==> src/rtl/matraptor_pkg.sv <==
// Shared types and helpers for the MatRaptor row pipeline.
//   entry_t       : one sparse (val, col) element, shared with the phase-1 PE.
//   merge_state_t : control states of the phase-2 queue merger.
//   clog2         : constant-foldable ceiling log2 (clog2(1) == 0).
package matraptor_pkg;

  localparam int ENTRY_DATA_W = 32;
  localparam int ENTRY_IDX_W  = 16;

  typedef struct packed {
    logic [ENTRY_DATA_W-1:0] val;
    logic [ENTRY_IDX_W-1:0]  col;
  } entry_t;

  typedef enum logic [1:0] {
    S_IDLE,
    S_MERGE,
    S_DRAIN,
    S_WAIT
  } merge_state_t;

  function automatic int clog2(input int n);
    int r;
    r = 0;
    while ((1 << r) < n) r++;
    return r;
  endfunction

endpackage

==> src/rtl/merge_min_tree.sv <==
// Combinational minimum-column finder over NQ lanes.
// A balanced compare tree, clog2(NQ) levels deep, reduces the live lane
// columns to their minimum; the lower lane index wins ties when routing.
// Every live lane whose column equals the minimum is flagged in hit.
//   live    : lanes taking part in the comparison
//   cols    : per-lane columns, lane i at [i*IDX_W +: IDX_W]
//   min_col : smallest column among live lanes (don't-care when live == 0)
//   hit     : live lanes whose column equals min_col
module merge_min_tree
  import matraptor_pkg::*;
#(
  parameter int NQ    = 8,
  parameter int IDX_W = 16
) (
  input  logic [NQ-1:0]       live,
  input  logic [NQ*IDX_W-1:0] cols,
  output logic [IDX_W-1:0]    min_col,
  output logic [NQ-1:0]       hit
);

  localparam int LV = clog2(NQ);
  localparam int P  = 1 << LV;

  // Level 0 holds the (padded) leaves; level LV holds the root.
  for (genvar l = 0; l <= LV; l++) begin : g_lvl
    localparam int W = P >> l;
    logic [W-1:0]       v;
    logic [W*IDX_W-1:0] c;

    for (genvar j = 0; j < W; j++) begin : g_node
      if (l == 0) begin : g_leaf
        if (j < NQ) begin : g_real
          assign v[j]                  = live[j];
          assign c[j*IDX_W +: IDX_W]   = cols[j*IDX_W +: IDX_W];
        end else begin : g_pad
          assign v[j]                  = 1'b0;
          assign c[j*IDX_W +: IDX_W]   = '0;
        end
      end else begin : g_cmp
        logic             lv, rv, take_left;
        logic [IDX_W-1:0] lc, rc;
        assign lv = g_lvl[l-1].v[2*j];
        assign rv = g_lvl[l-1].v[2*j+1];
        assign lc = g_lvl[l-1].c[(2*j)*IDX_W +: IDX_W];
        assign rc = g_lvl[l-1].c[(2*j+1)*IDX_W +: IDX_W];
        // Left subtree covers the lower lane indices, so '<=' resolves ties to it.
        assign take_left             = lv && (!rv || (lc <= rc));
        assign v[j]                  = lv || rv;
        assign c[j*IDX_W +: IDX_W]   = take_left ? lc : rc;
      end
    end
  end

  assign min_col = g_lvl[LV].c[IDX_W-1:0];

  always_comb begin
    // NOTE: every always_comb output gets a default first so no path can infer a latch.
    hit = '0;
    for (int i = 0; i < NQ; i++) begin
      hit[i] = live[i] && (cols[i*IDX_W +: IDX_W] == min_col);
    end
  end

endmodule

==> src/rtl/p2_queue_merger.sv <==
// Phase-2 queue merger: NQ-way merge by column of the column-sorted partial
// product vectors of one output row, summing entries with equal columns, and
// emitting one sorted duplicate-free (col, val) stream per row.
//   row_valid/row_ready/row_id/row_mask : row descriptor handshake
//   q_valid/q_ready/q_val/q_col/q_last  : per-lane head of each input queue
//   out_valid/out_ready/out_val/out_row/out_col/out_last : merged output beat
//   row_done/row_nnz                    : completion pulse and beat count
// Pipeline: min tree -> hold register (accumulates equal columns) -> output
// register. A column leaves hold only once a larger column arrives or the
// row ends, so the output never repeats a column.
module p2_queue_merger
  import matraptor_pkg::*;
#(
  parameter int DATA_W = ENTRY_DATA_W,
  parameter int IDX_W  = ENTRY_IDX_W,
  parameter int NQ     = 8,
  parameter int CNT_W  = 24
) (
  input  logic                 clk,
  input  logic                 rst_n,
  input  logic                 row_valid,
  output logic                 row_ready,
  input  logic [IDX_W-1:0]     row_id,
  input  logic [NQ-1:0]        row_mask,
  input  logic [NQ-1:0]        q_valid,
  output logic [NQ-1:0]        q_ready,
  input  logic [NQ*DATA_W-1:0] q_val,
  input  logic [NQ*IDX_W-1:0]  q_col,
  input  logic [NQ-1:0]        q_last,
  output logic                 out_valid,
  input  logic                 out_ready,
  output logic [DATA_W-1:0]    out_val,
  output logic [IDX_W-1:0]     out_row,
  output logic [IDX_W-1:0]     out_col,
  output logic                 out_last,
  output logic                 row_done,
  output logic [CNT_W-1:0]     row_nnz
);

  merge_state_t state, state_nx;

  logic              ready_en;   // low only while in reset, so row_ready stays 0 then
  logic [IDX_W-1:0]  row_id_q;
  logic [NQ-1:0]     live;
  logic              hold_vld;
  logic [IDX_W-1:0]  hold_col;
  logic [DATA_W-1:0] hold_val;
  logic [CNT_W-1:0]  cnt;

  logic [IDX_W-1:0]  min_col;
  logic [NQ-1:0]     hit;
  logic [DATA_W-1:0] sum;
  logic [NQ-1:0]     live_after;
  logic              all_valid, out_free, hold_same, can_adv, step, accept;

  merge_min_tree #(.NQ(NQ), .IDX_W(IDX_W)) u_min_tree (
    .live    (live),
    .cols    (q_col),
    .min_col (min_col),
    .hit     (hit)
  );

  assign row_ready  = ready_en && (state == S_IDLE);
  assign accept     = row_valid && row_ready;
  assign all_valid  = &(q_valid | ~live);
  assign out_free   = !out_valid || out_ready;
  assign hold_same  = hold_vld && (hold_col == min_col);
  // Hold can take a new min if it is empty, merges into it, or can spill into out.
  assign can_adv    = !hold_vld || hold_same || out_free;
  assign step       = (state == S_MERGE) && all_valid && can_adv;
  assign q_ready    = step ? hit : '0;
  assign live_after = live & ~(hit & q_last);
  assign out_row    = row_id_q;

  always_comb begin
    sum = '0;
    for (int i = 0; i < NQ; i++) begin
      if (hit[i]) sum = sum + q_val[i*DATA_W +: DATA_W];
    end
  end

  always_comb begin
    state_nx = state;
    unique case (state)
      S_IDLE:  if (accept && (row_mask != '0)) state_nx = S_MERGE;
      S_MERGE: if (step && (live_after == '0)) state_nx = S_DRAIN;
      S_DRAIN: if (out_free)                   state_nx = S_WAIT;
      S_WAIT:  if (out_valid && out_ready)     state_nx = S_IDLE;
      default:                                 state_nx = S_IDLE;
    endcase
  end

  always_ff @(posedge clk or negedge rst_n) begin
    // NOTE: sequential state uses non-blocking assignments so every register samples pre-edge values.
    if (!rst_n) state <= S_IDLE;
    else        state <= state_nx;
  end

  always_ff @(posedge clk or negedge rst_n) begin
    if (!rst_n) begin
      ready_en  <= 1'b0;
      row_id_q  <= '0;
      live      <= '0;
      hold_vld  <= 1'b0;
      hold_col  <= '0;
      hold_val  <= '0;
      cnt       <= '0;
      out_valid <= 1'b0;
      out_val   <= '0;
      out_col   <= '0;
      out_last  <= 1'b0;
      row_done  <= 1'b0;
      row_nnz   <= '0;
    end else begin
      ready_en <= 1'b1;
      row_done <= 1'b0;
      if (out_valid && out_ready) out_valid <= 1'b0;  // a load below overrides this

      unique case (state)
        S_IDLE: begin
          if (accept) begin
            row_id_q <= row_id;
            live     <= row_mask;
            cnt      <= '0;
            hold_vld <= 1'b0;
            if (row_mask == '0) begin
              row_done <= 1'b1;
              row_nnz  <= '0;
            end
          end
        end
        S_MERGE: begin
          if (step) begin
            live <= live_after;
            if (hold_same) begin
              hold_val <= hold_val + sum;
            end else begin
              if (hold_vld) begin
                out_valid <= 1'b1;
                out_col   <= hold_col;
                out_val   <= hold_val;
                out_last  <= 1'b0;
                cnt       <= cnt + CNT_W'(1);
              end
              hold_vld <= 1'b1;
              hold_col <= min_col;
              hold_val <= sum;
            end
          end
        end
        S_DRAIN: begin
          if (out_free) begin
            out_valid <= 1'b1;
            out_col   <= hold_col;
            out_val   <= hold_val;
            out_last  <= 1'b1;
            cnt       <= cnt + CNT_W'(1);
            hold_vld  <= 1'b0;
          end
        end
        S_WAIT: begin
          if (out_valid && out_ready) begin
            out_last <= 1'b0;
            row_done <= 1'b1;
            row_nnz  <= cnt;
          end
        end
        default: ;
      endcase
    end
  end

endmodule

==> config.mk <==
export PLATFORM = sky130hd
export DESIGN_NAME = p2_queue_merger
export DESIGN_NICKNAME = d
export VERILOG_FILES = /design/src/rtl/matraptor_pkg.sv /design/src/rtl/merge_min_tree.sv /design/src/rtl/p2_queue_merger.sv
export SDC_FILE = /design/constraint.sdc
export NUM_CORES = 1
export LEC_CHECK = 0
export BUFFER_PORTS_ARGS = -buffer_cell sky130_fd_sc_hd__clkbuf_2
export CAP_MARGIN = 20
export CORE_ASPECT_RATIO = 1.2
export CORE_MARGIN = 2
export CORE_UTILIZATION = 45
export DETAILED_ROUTE_END_ITERATION = 12
export PLACE_DENSITY = 0.69
export SLEW_MARGIN = 0
export SYNTH_ARGS = -nofsm -noshare
export SYNTH_HDL_FRONTEND = slang
export SYNTH_SLANG_ARGS = --single-unit
==> constraint.sdc <==
create_clock -name clk -period 24.8 [get_ports clk]
set_clock_uncertainty 0.2 [all_clocks]
set_input_delay 4.96 -clock clk [delete_from_list [all_inputs] [get_ports clk]]
set_output_delay 4.96 -clock clk [all_outputs]
set_load 0.1 [all_outputs]
Yosys cells after proc, flatten, opt, wreduce, memory -nomap -nowiden

Cells that the tools add are included.

Add/subtract/negate cells: 9
Order comparisons: 7
Equality and inequality tests: 21
Muxes and demuxes: 66
Bitwise operators: 6
Reduce and logical (&&, ||, !) cells: 68

Operators with widths:

| operator                                                         | number |
|---|---|
| 32-bit 2-to-1 mux                                                | 13 |
| 32-bit adder                                                     | 8 |
| 24-bit 2-to-1 mux                                                | 8 |
| 16-bit 2-to-1 mux                                                | 11 |
| 16-bit equality test                                             | 9 |
| 16-bit less-or-equal comparator                                  | 7 |
| 24-bit one-hot mux with 3 select lines                           | 1 |
| 32-bit one-hot mux with 2 select lines                           | 1 |
| 24-bit one-hot mux with 2 select lines                           | 1 |
| 16-bit one-hot mux with 2 select lines                           | 1 |
| 24-bit by 1-bit adder with 24-bit output (second input constant) | 1 |
| 8-bit 2-to-1 mux                                                 | 3 |
| 1-bit logical AND                                                | 23 |
| 1-bit 2-to-1 mux                                                 | 17 |
| 8-bit AND                                                        | 2 |
| 8-bit zero test                                                  | 2 |
| 1-bit logical OR                                                 | 16 |
| 8-bit inverter                                                   | 2 |
| 8-bit one-hot mux with 2 select lines                            | 1 |
| 2-bit != test (second input constant)                            | 6 |
| 6-bit AND reduction                                              | 2 |
| 5-bit AND reduction                                              | 2 |
| 1-bit zero test                                                  | 9 |
| 2-bit 2-to-1 mux                                                 | 4 |
| 16 further kinds                                                 | 27 |

Register bits: 175
Bits of input ports: 428
Output and inout bits: 100
Logic and storage cells: 191

Longest topological paths before layout

Gate-level depths: netlist of the first run.

Depth after elaboration: 31
Gate-level depth with buffers: 112
Depth with buffers taken out: 103

By module

Synthesis of the first run repeated with hierarchy kept, for this count alone.

Cell total of the unflattened synthesis: 4,134
Area total of the unflattened synthesis: 31,400.1 um^2

Modules (own cells, without submodules):

| module          | instances | cells each | area an instance (um^2) | sequential area each (um^2) |
|---|---|---|---|---|
| p2_queue_merger | 1         | 2,859      | 22,726.8                | 4,379.2 |
| merge_min_tree  | 1         | 1,275      | 8,673.3                 | 0.0 |

Worst setup path before layout of the first run

OpenSTA, ideal clock, no wires.

Path kind: input to register
Start: input q_col[93]
End: register hold_val[30]
Setup time: 0.126 ns
Data arrival time: 24.149 ns
Setup slack: 0.325 ns
Stages: 97
Buffers on the path: 5
Cells stage by stage: inv_1 -> ha_1 -> a21oi_1 -> a2bb2oi_1 -> nand3_1 -> o31ai_2 -> clkbuf_1 -> nor2_1 -> a21oi_1 -> inv_1 -> ha_1 -> nand4_1 -> or2_1 -> o22ai_1 -> o31ai_1 -> clkbuf_1 -> a221oi_1 -> a21oi_1 -> [61 not listed] -> nor2b_1 -> xor2_1 -> mux2i_1 -> ha_1 -> or2_2 -> a21oi_1 -> a21oi_1 -> xor2_1 -> mux2_2 -> ha_1 -> nand3_1 -> a211oi_1 -> a2111oi_0 -> or3_1 -> o21ai_0 -> a2111oi_0 -> a41o_1 -> a221o_1

Word-level cells in the longest chain between the ends: 31

Ends and longest elaborated chain:

| element                         | RTL line               | text |
|---|---|---|
| start: declaration              | p2_queue_merger.sv:28  | `input logic [NQ*IDX_W-1:0] q_col,` |
| 16-bit less-or-equal comparator | merge_min_tree.sv:47   | `assign take_left = lv && (!rv \|\| (lc <= rc));` |
| 1-bit logical OR                | merge_min_tree.sv:47   |  |
| 1-bit logical AND               | merge_min_tree.sv:47   |  |
| 16-bit 2-to-1 mux               | merge_min_tree.sv:49   | `assign c[j*IDX_W +: IDX_W] = take_left ? lc : rc;` |
| 16-bit less-or-equal comparator | merge_min_tree.sv:47   |  |
| 1-bit logical OR                | merge_min_tree.sv:47   |  |
| 1-bit logical AND               | merge_min_tree.sv:47   |  |
| 16-bit 2-to-1 mux               | merge_min_tree.sv:49   |  |
| [15 not listed]                 | -                      |  |
| 32-bit adder                    | p2_queue_merger.sv:78  | `if (hit[i]) sum = sum + q_val[i*DATA_W +: DATA_W];` |
| 32-bit 2-to-1 mux               | p2_queue_merger.sv:78  |  |
| 32-bit adder                    | p2_queue_merger.sv:78  |  |
| 32-bit 2-to-1 mux               | p2_queue_merger.sv:78  |  |
| 32-bit adder                    | p2_queue_merger.sv:78  |  |
| 32-bit 2-to-1 mux               | p2_queue_merger.sv:78  |  |
| 32-bit adder                    | p2_queue_merger.sv:136 | `hold_val <= hold_val + sum;` |
| 32-bit 2-to-1 mux               | p2_queue_merger.sv:135 | `if (hold_same) begin` |
| end signal: assignment          | p2_queue_merger.sv:136 |  |
| end signal: assignment          | p2_queue_merger.sv:147 | `hold_val <= sum;` |
| end: declaration                | p2_queue_merger.sv:47  | `logic [DATA_W-1:0] hold_val;` |

Several ways; a longest one is shown, not always the timed one.
A chain may end at the register's enable or synchronous reset.

Worst setup path after layout of the first run

Start: input q_col[60]
End: register hold_val[30]

The elaborated chain is that of the path after synthesis.

==> PnR_summary.wiki, run 1 <==
{| class="wikitable"
! Metric !! Value
|-
| Status || completed
|-
| Placed wire-length estimate after detailed placement || 105000 um
|-
| Final period demand of the worst path || 23990 ps
|-
| Final hold vios || 0
|-
| Delay of the slowest cell on the worst path || 390 ps
|-
| Total I/O pin count || 528
|-
| Distinct cell type count after synthesis || 103
|-
| Reg2Reg Launch Point || live[2]
|-
| Average wire per standard cell || 23.3 um
|-
| Class of the tightest hold or removal check || reg2reg
|-
| Total iterations of the first detailed-routing run || 6
|-
| Most frequent cell on the critical path || ha_1
|-
| Max transition margin || 25.9%
|-
| Synthesized Nets || 4545
|-
| Most frequently used flop master after synthesis || dfrtp_1
|-
| Endpoint type of the worst setup path || flip-flop
|-
| Synthesis Warnings || 0
|-
| CTS tree || yes
|-
| Worst flop-to-flop path endpoint || hold_val[30]
|-
| Hold-fix buffers at CTS || 0
|-
| Hold Crit Start || out_val[1]
|-
| Cell with the biggest individual delay on the critical path || a2111o_1
|-
| Worst setup slack for register-to-register paths || 5240 ps
|-
| DRT iter0 DRCs || 2598
|-
| Post-synth EDFFs || 0
|-
| Max-cap check violation count || 0
|-
| Adder-cell share of the synthesized area || 16.6%
|-
| Power per unit of standard cell area || 41.9 mW/mm^2
|-
| Routed WL || 127000 um
|-
| Final worst hold slack || 306 ps
|-
| Total Negative Setup Slacks || 0 ps
|-
| Final cell utilization of the core || 58.2%
|-
| Ratio of routed vias to standard cells || 6.08
|-
| Area contributors post-synth || ha_1 (16%), dfrtp_1 (15%), xnor2_1 (7.2%), mux2_2 (7.0%), a21oi_1 (4.4%)
|-
| Type of the worst setup path || in2reg
|-
| Overall die height || 284 um
|-
| Fraction of the mapped netlist area in simple logic gates || 19.4%
|-
| Cells after Synth || 3732
|-
| List of most frequent post-synthesis cells || ha_1 (377), nor2_1 (303), nand2_1 (274)
|-
| Static Leakage || 0.0193 uW
|-
| Dominant cell type by area after synthesis || ha_1
|-
| Area share of the largest cell type after synthesis || 16.0%
|-
| Worst setup timing slack at the placement stage || -622 ps
|-
| Worst Setup Slack, final || 808 ps
|-
| Final-report max-slew violation count || 0
|-
| Die Area || 0.0674 mm^2
|-
| Clock H-tree levels || 4
|-
| Wire length of the first global-routing pass || 185000 um
|-
| Hold endpoint || out_val[1]
|-
| Final layout net count || 5400
|-
| Clk root buf || clkbuf_16
|-
| Routed Antenna Nets || 0
|-
| Post-detailed-route DRC marker count || 0
|-
| Buffer depth of the longest clock path || 2
|-
| Parity-gate share of the synthesized area counting xor and xnor cells || 9.79%
|-
| Number of antenna violations at the first check in global routing || 25
|-
| Maximum clock rate || 0.0417 GHz
|-
| Routability congestion estimate || 1.05
|-
| Final setup violation count || 0
|-
| Final cycle utilization of the critical path || 96.7%
|-
| Dominant combinational cell family by area after synthesis || compound AO/OA/AOI/OAI gates
|-
| Post-synthesis instance area || 0.0294 mm^2
|-
| Fraction of registers with async set or reset after synthesis || 100%
|-
| Placeable core area || 0.0646 mm^2
|-
| Post-layout power || 1570 uW
|-
| Global route overflow || 0
|-
| Fraction of layout instances using a drive strength above 1 || 29.4%
|-
| Initial Util || 45.5%
|-
| Cell depth of the worst min-delay path || 1
|-
| Synthesized-area fraction occupied by ao, oa, aoi and oai cells || 26.1%
|-
| Count of buffers from port buffering || 527
|-
| Most common cell in the synthesized netlist || ha_1
|-
| Total number of vias || 33100
|-
| Final-layout fill cell count || 6107
|-
| Worst voltage drop across the vdd grid || 0.0000676 V
|-
| Rows || 102
|-
| Pin count of the biggest net entering global routing || 112
|-
| Sinks on the clock net || 175
|-
| Data required time at the worst endpoint || 24970 ps
|-
| Sequential element share of the synthesized area || 14.9%
|-
| Vias in the first global route || 31200
|-
| Die Span X || 237 um
|-
| Sort of element at the start of the critical path || primary input
|-
| All-Layer GR Usage || 35.7%
|-
| Layout overhead on the synthesized area || 27.8%
|-
| Average footprint of a synthesized cell || 7.88 um^2
|-
| Num CTS Buffers || 17
|-
| Multiplexer fraction of the synthesized cell area || 8.26%
|-
| Register-to-Register Path Depth || 94
|-
| Clock insertion delay at the later pin of the skew report || 510 ps
|-
| #FFs+latches synth || 175
|-
| Clock transition at the registers of the reported paths || 70 ps
|-
| Transition time of the tightest slew-check pin || 1110 ps
|-
| Critical-path maximum fanout || 9
|-
| Critical path arrival || 24160 ps
|}
-- sequential cells by signal, indices dropped and copies added, names as in the netlist --
| signal | cells |
|---|---|
| state | 2 |
| out_val | 32 |
| hold_col | 16 |
| out_col | 16 |
| ready_en | 1 |
| hold_val | 32 |
| live | 8 |
| out_last | 1 |
| out_valid | 1 |
| row_done | 1 |
| cnt | 24 |
| row_nnz | 24 |
| hold_vld | 1 |
| out_row | 16 |
-- metrics by stage --
stage	area, um^2	std cells
CTS	36200	5388
global route	37500	5448
finish	37600	5451
global placement	35600	5356
floorplan	29400	3732
detailed placement	35600	5356
-- worst max-delay path by stage --
stage,endpoint,from,cells after the start,slack (ps)
2_1_floorplan,hold_val[30],q_col[93],97,320
3_3_place_gp,hold_val[29],q_col[22],99,-480
3_5_place_dp,hold_val[29],q_col[22],100,-620
4_1_cts,hold_val[29],q_col[22],101,80
5_1_grt,hold_val[29],q_col[60],100,-180
6_report,hold_val[30],q_col[60],97,810
-- logic make-up (layout without fill, tap and decap cells) --
logic type                 Yosys count  after routing
other                                1             20
AOI/OAI and AO/OA                 1104           1105
DFF                                175            175
adders and majority gates          385            385
and+or+nand+nor                   1156           1156
xor gates and xnor gates           327            327
muxes                              218            218
buffers and inverters              366           1233
-- layer usage --
| layer | routed length (um) | up-vias | GRT usage (%) | part of all wire (%) |
|---|---|---|---|---|
| li1 | - | 15700 | - | - |
| met1 | 52200 | 15700 | 45.1 | 41 |
| met2 | 57300 | 1362 | 57.9 | 45 |
| met3 | 9700 | 351 | 6.28 | 7.6 |
| met4 | 7530 | 16 | 18.7 | 5.9 |
| met5 | 94 | - | 0 | 0.074 |
-- critical path, delay by kind of cell --
kind	cells	cell delay [ps]
and+or+nand+nor	19	3510
buffers and inverters	10	1600
adders and majority gates	11	3360
muxes	6	1750
xor gates and xnor gates	7	770
AOI/OAI and AO/OA	44	8090
-- area by class of cell --
class | instances | area, um^2 | share of cell area (%)
clock buffer | 17 | 425 | 1.13
sequential | 175 | 4380 | 11.7
multi-input combinational | 3192 | 24600 | 65.4
clock inverter | 15 | 191 | 0.510
antenna | 19 | 47.5 | 0.127
tap | 832 | 1040 | 2.77
timing repair buffer | 957 | 5980 | 15.9
inverter | 244 | 916 | 2.44
-- what timing repair did --
| item | in CTS | in global routing |
|---|---|---|
| endpoints found under the hold margin | 0 | 0 |
| resized for setup | 4 | 195 |
| pin swaps | 0 | 48 |
| endpoints found under the setup margin | 3 | 13 |
| gates cloned | 0 | 5 |
| buffers inserted | 0 | 38 |
-- where the power goes --
group | internal (uW) | switching (uW) | leakage [uW]
combinational | 395 | 585 | 0.0167
clock | 145 | 147 | 0.000294
sequential | 293 | 8.35 | 0.00238
-- cells in the final DEF, fill, tap and decap left out, types with 20 or more instances in the layout --
cell type / count
inv_1: 241
nor2b_1: 39
a22o_1: 32
nand4_1: 70
o21ai_1: 29
o211ai_1: 28
clkbuf_16: 20
a21o_1: 92
ha_1: 368
and3_1: 70
nand2b_1: 29
a22oi_1: 25
nor4_1: 33
a21oi_2: 26
a31oi_1: 31
clkbuf_2: 526
o21ai_0: 151
o21a_1: 51
nand3_1: 84
dfrtp_1: 175
a21oi_1: 232
nor2_1: 300
and2_1: 40
a221o_1: 36
o21bai_1: 23
nand2_1: 273
mux2i_1: 28
or3_1: 33
mux2_2: 182
buf_4: 418
xnor2_1: 241
nor3_1: 90
xor2_1: 84
a211oi_1: 41
(Power assumes the default switching activity.)
==> run 2, diff against run 1 <==
--- a/config.mk
+++ b/config.mk
@@ -7,11 +7,13 @@
 export LEC_CHECK = 0
 export BUFFER_PORTS_ARGS = -buffer_cell sky130_fd_sc_hd__clkbuf_2
 export CAP_MARGIN = 20
+export CELL_PAD_IN_SITES_DETAIL_PLACEMENT = 1
+export CELL_PAD_IN_SITES_GLOBAL_PLACEMENT = 2
 export CORE_ASPECT_RATIO = 1.2
 export CORE_MARGIN = 2
-export CORE_UTILIZATION = 45
+export CORE_UTILIZATION = 34
 export DETAILED_ROUTE_END_ITERATION = 12
-export PLACE_DENSITY = 0.69
+export PLACE_DENSITY = 0.85
 export SLEW_MARGIN = 0
 export SYNTH_ARGS = -nofsm -noshare
 export SYNTH_HDL_FRONTEND = slang
==> run 2 against run 1 <==
Combinational power about the same. First-iteration DRC count down 18%. Flip-flop and latch count unchanged. Routed wire length up 10%. Worst hold slack about the same. Clock power up 2%. Critical path depth up 1. Register-to-register slack worse by 130 ps. Via count up 4.9%. Count of clock-buffer cells in the layout unchanged. Largest cell class unchanged.
==> PnR_summary.wiki, run 2 (same netlist as run 1, synthesis figures left out) <==
{| class="wikitable"
! Metric !! Value
|-
| Cell internal power dissipation || 864 uW (+3.7%)
|-
| Wire length of the first global-routing pass || 206000 um (+11%)
|-
| Top Family by Delay on Critical Path || compound AO/OA/AOI/OAI gates
|-
| Reg power frac || 18.8% (-0.3 points)
|-
| Status || completed
|-
| Final layout net count || 5672 (+5.0%)
|-
| Max-cap check violation count || 0 (unchanged)
|-
| Buffer depth of the longest clock path || 2 (unchanged)
|-
| Cell with the biggest individual delay on the critical path || a2111oi_2
|-
| Total I/O pin count || 528 (unchanged)
|-
| Worst path depth || 98 (+1.0%)
|-
| Final setup violation count || 0 (unchanged)
|-
| Final hold vios || 0 (unchanged)
|-
| Transition time of the tightest slew-check pin || 1170 ps (+66.5 ps)
|-
| Number of buffers and inverters on the critical path || 15 (+5)
|-
| Routability congestion estimate || 1.04 (-0.43%)
|-
| Maximum clock rate || 0.0413 GHz (-0.94%)
|-
| Clk root buf || clkbuf_16
|-
| Count of buffers from port buffering || 527 (unchanged)
|-
| Placed wire-length estimate after detailed placement || 117000 um (+12%)
|-
| Switching power of the nets || 747 uW (+0.95%)
|-
| Number of antenna violations at the first check in global routing || 26 (+4.0%)
|-
| Total Negative Setup Slacks || 0 ps (unchanged)
|-
| All-Layer GR Usage || 29.8% (-5.9 points)
|-
| Routed WL || 139000 um (+10%)
|-
| Placeable core area || 0.0859 mm^2 (+33%)
|-
| Clock power share || 18.4% (-0.2 points)
|-
| First element of the critical path || q_col[92]
|-
| Delay of the slowest cell on the worst path || 550 ps (+160 ps)
|-
| Sort of element at the start of the critical path || primary input
|-
| Static Leakage || 0.0207 uW (+6.9%)
|-
| Post-detailed-route DRC marker count || 0 (unchanged)
|-
| Die Span X || 272 um (+15%)
|-
| Clock H-tree levels || 4 (unchanged)
|-
| Final worst hold slack || 307 ps (+0.376 ps)
|-
| CTS tree || yes
|-
| Num CTS Buffers || 17 (unchanged)
|-
| Routed Antenna Nets || 0 (unchanged)
|-
| CP Capture Point || hold_val[30]
|-
| Vias in the first global route || 35500 (+14%)
|-
| Power per unit of standard cell area || 40.3 mW/mm^2 (-3.9%)
|-
| Average wire per standard cell || 23.1 um (-0.53%)
|-
| Critical-path maximum fanout || 7 (-2)
|-
| Type of the worst setup path || in2reg
|-
| Final period demand of the worst path || 24220 ps (+228 ps)
|-
| Max transition margin || 19.7% (-6.3 points)
|-
| Ratio of routed vias to standard cells || 5.77 (-5.1%)
|-
| Rows || 118 (+16%)
|-
| DRT iter0 DRCs || 2130 (-18%)
|-
| Worst voltage drop across the vdd grid || 0.0000642 V (-4.9%)
|-
| Reg2Reg Launch Point || live[6]
|-
| Total iterations of the first detailed-routing run || 5 (-1)
|-
| Global route overflow || 0 (unchanged)
|-
| Initial Util || 34.2% (-11 points)
|-
| Layout overhead on the synthesized area || 36.2%
|-
| Non-Filler Instances || 6026 (+11%)
|-
| Overall die height || 326 um (+15%)
|-
| Fraction of layout instances using a drive strength above 1 || 33.9% (+4.5 points)
|-
| Data required time at the worst endpoint || 24970 ps (about the same)
|-
| Total number of vias || 34800 (+4.9%)
|-
| Clock transition at the registers of the reported paths || 80 ps (about the same)
|-
| Critical path arrival || 24390 ps (+230 ps)
|-
| Final-layout fill cell count || 10700 (+75%)
|-
| Placed cell count || 5939 (+11%)
|-
| Endpoint type of the worst setup path || flip-flop
|-
| Die Area || 0.0888 mm^2 (+32%)
|-
| Worst flop-to-flop path endpoint || hold_val[30]
|-
| Final-report max-slew violation count || 0 (unchanged)
|-
| Fraction of power consumed by combinational cells || 62.7% (+0.4 points)
|-
| Class of the tightest hold or removal check || reg2reg
|-
| Most frequent cell on the critical path || buf_4
|-
| Commonest cells after routing, fill and taps aside || buf_4 (687), clkbuf_2 (523), ha_1 (358)
|-
| Register-to-Register Path Depth || 93 (-1.1%)
|-
| Sinks on the clock net || 175 (unchanged)
|-
| Net switching fraction of the power || 46.4% (-0.68 points)
|-
| Regs by FF count || hold_val: 32 flops, out_val: 32 flops
|-
| Clock insertion delay at the later pin of the skew report || 500 ps (about the same)
|-
| Most common library cell in the layout ignoring fill and taps || buf_4
|-
| Worst setup slack for register-to-register paths || 5110 ps (-130 ps)
|-
| Pin count of the biggest net entering global routing || 85 (-24%)
|-
| Final cycle utilization of the critical path || 97.7% (+0.92 points)
|}
## run 2: area by class of cell
type	instances	area, um^2	share of cell area, %
multi-input combinational	3191	24600	61.5
clock buffer	17	425	1.06
timing repair buffer	1230	8030	20.1
antenna	14	35.0	0.0875
sequential	175	4380	10.9
clock inverter	15	213	0.531
tap	1140	1430	3.56
inverter	244	916	2.29
## run 2: metal layers
| metal | GRT usage (%) | vias to the layer above | share of wire, % |
|---|---|---|---|
| met5 | 0 | - | 0.091 |
| met4 | 16.2 | 20 | 5.9 |
| met3 | 5.12 | 394 | 6.4 |
| met2 | 49.6 | 1207 | 46 |
| met1 | 36.5 | 16900 | 42 |
| li1 | - | 16200 | - |
## run 2: worst min-delay path by stage
stage	cells past startpoint	from	end	slack (ps)
2_1_floorplan	2	hold_col[4]	hold_col[4]	280
3_3_place_gp	1	out_val[30]	out_val[30]	290
3_5_place_dp	1	row_nnz[5]	row_nnz[5]	290
4_1_cts	1	out_val[15]	out_val[15]	310
5_1_grt	1	out_col[9]	out_col[9]	320
6_report	1	out_val[15]	out_val[15]	310
## run 2: power by group through the flow
stage	Sequential (uW)	Clock, uW	Combinational (uW)
2_1_floorplan	304	0	525
3_3_place_gp	308	0	903
3_5_place_dp	309	0	921
4_1_cts	303	304	934
5_1_grt	304	311	1060
6_report	304	297	1010
## run 2: worst reg2reg max path, delay by kind of cell (launching register included)
family                   cells  cell delay, ps
XOR/XNOR                     6             670
multiplexers                 5            1410
flip-flops                   1             570
buffers and inverters       11            1590
adder cells (fa/ha/maj)     11            3090
AO/OA/AOI/OAI               32            6260
AND/OR/NAND/NOR             28            5770
## run 2: what timing repair did
item,CTS,global route
buffers inserted,4,35
gates cloned,0,1
resized for setup,25,215
hold buffers,0,0
setup endpoints to repair,8,15
pin swaps,3,66
## run 2: per-stage QoR
step / setup WS, ps / cell area [um^2] / util [%] / power [uW]
final: 581 / 40000 / 46.6 / 1610
after global routing: -274 / 40000 / 46.6 / 1680
after CTS: 14.0 / 38800 / 45.1 / 1540
after detailed placement: -1210 / 38000 / 44.2 / 1230
after global placement: -471 / 38000 / 44.2 / 1210
after floorplan: 325 / 29400 / - / 829
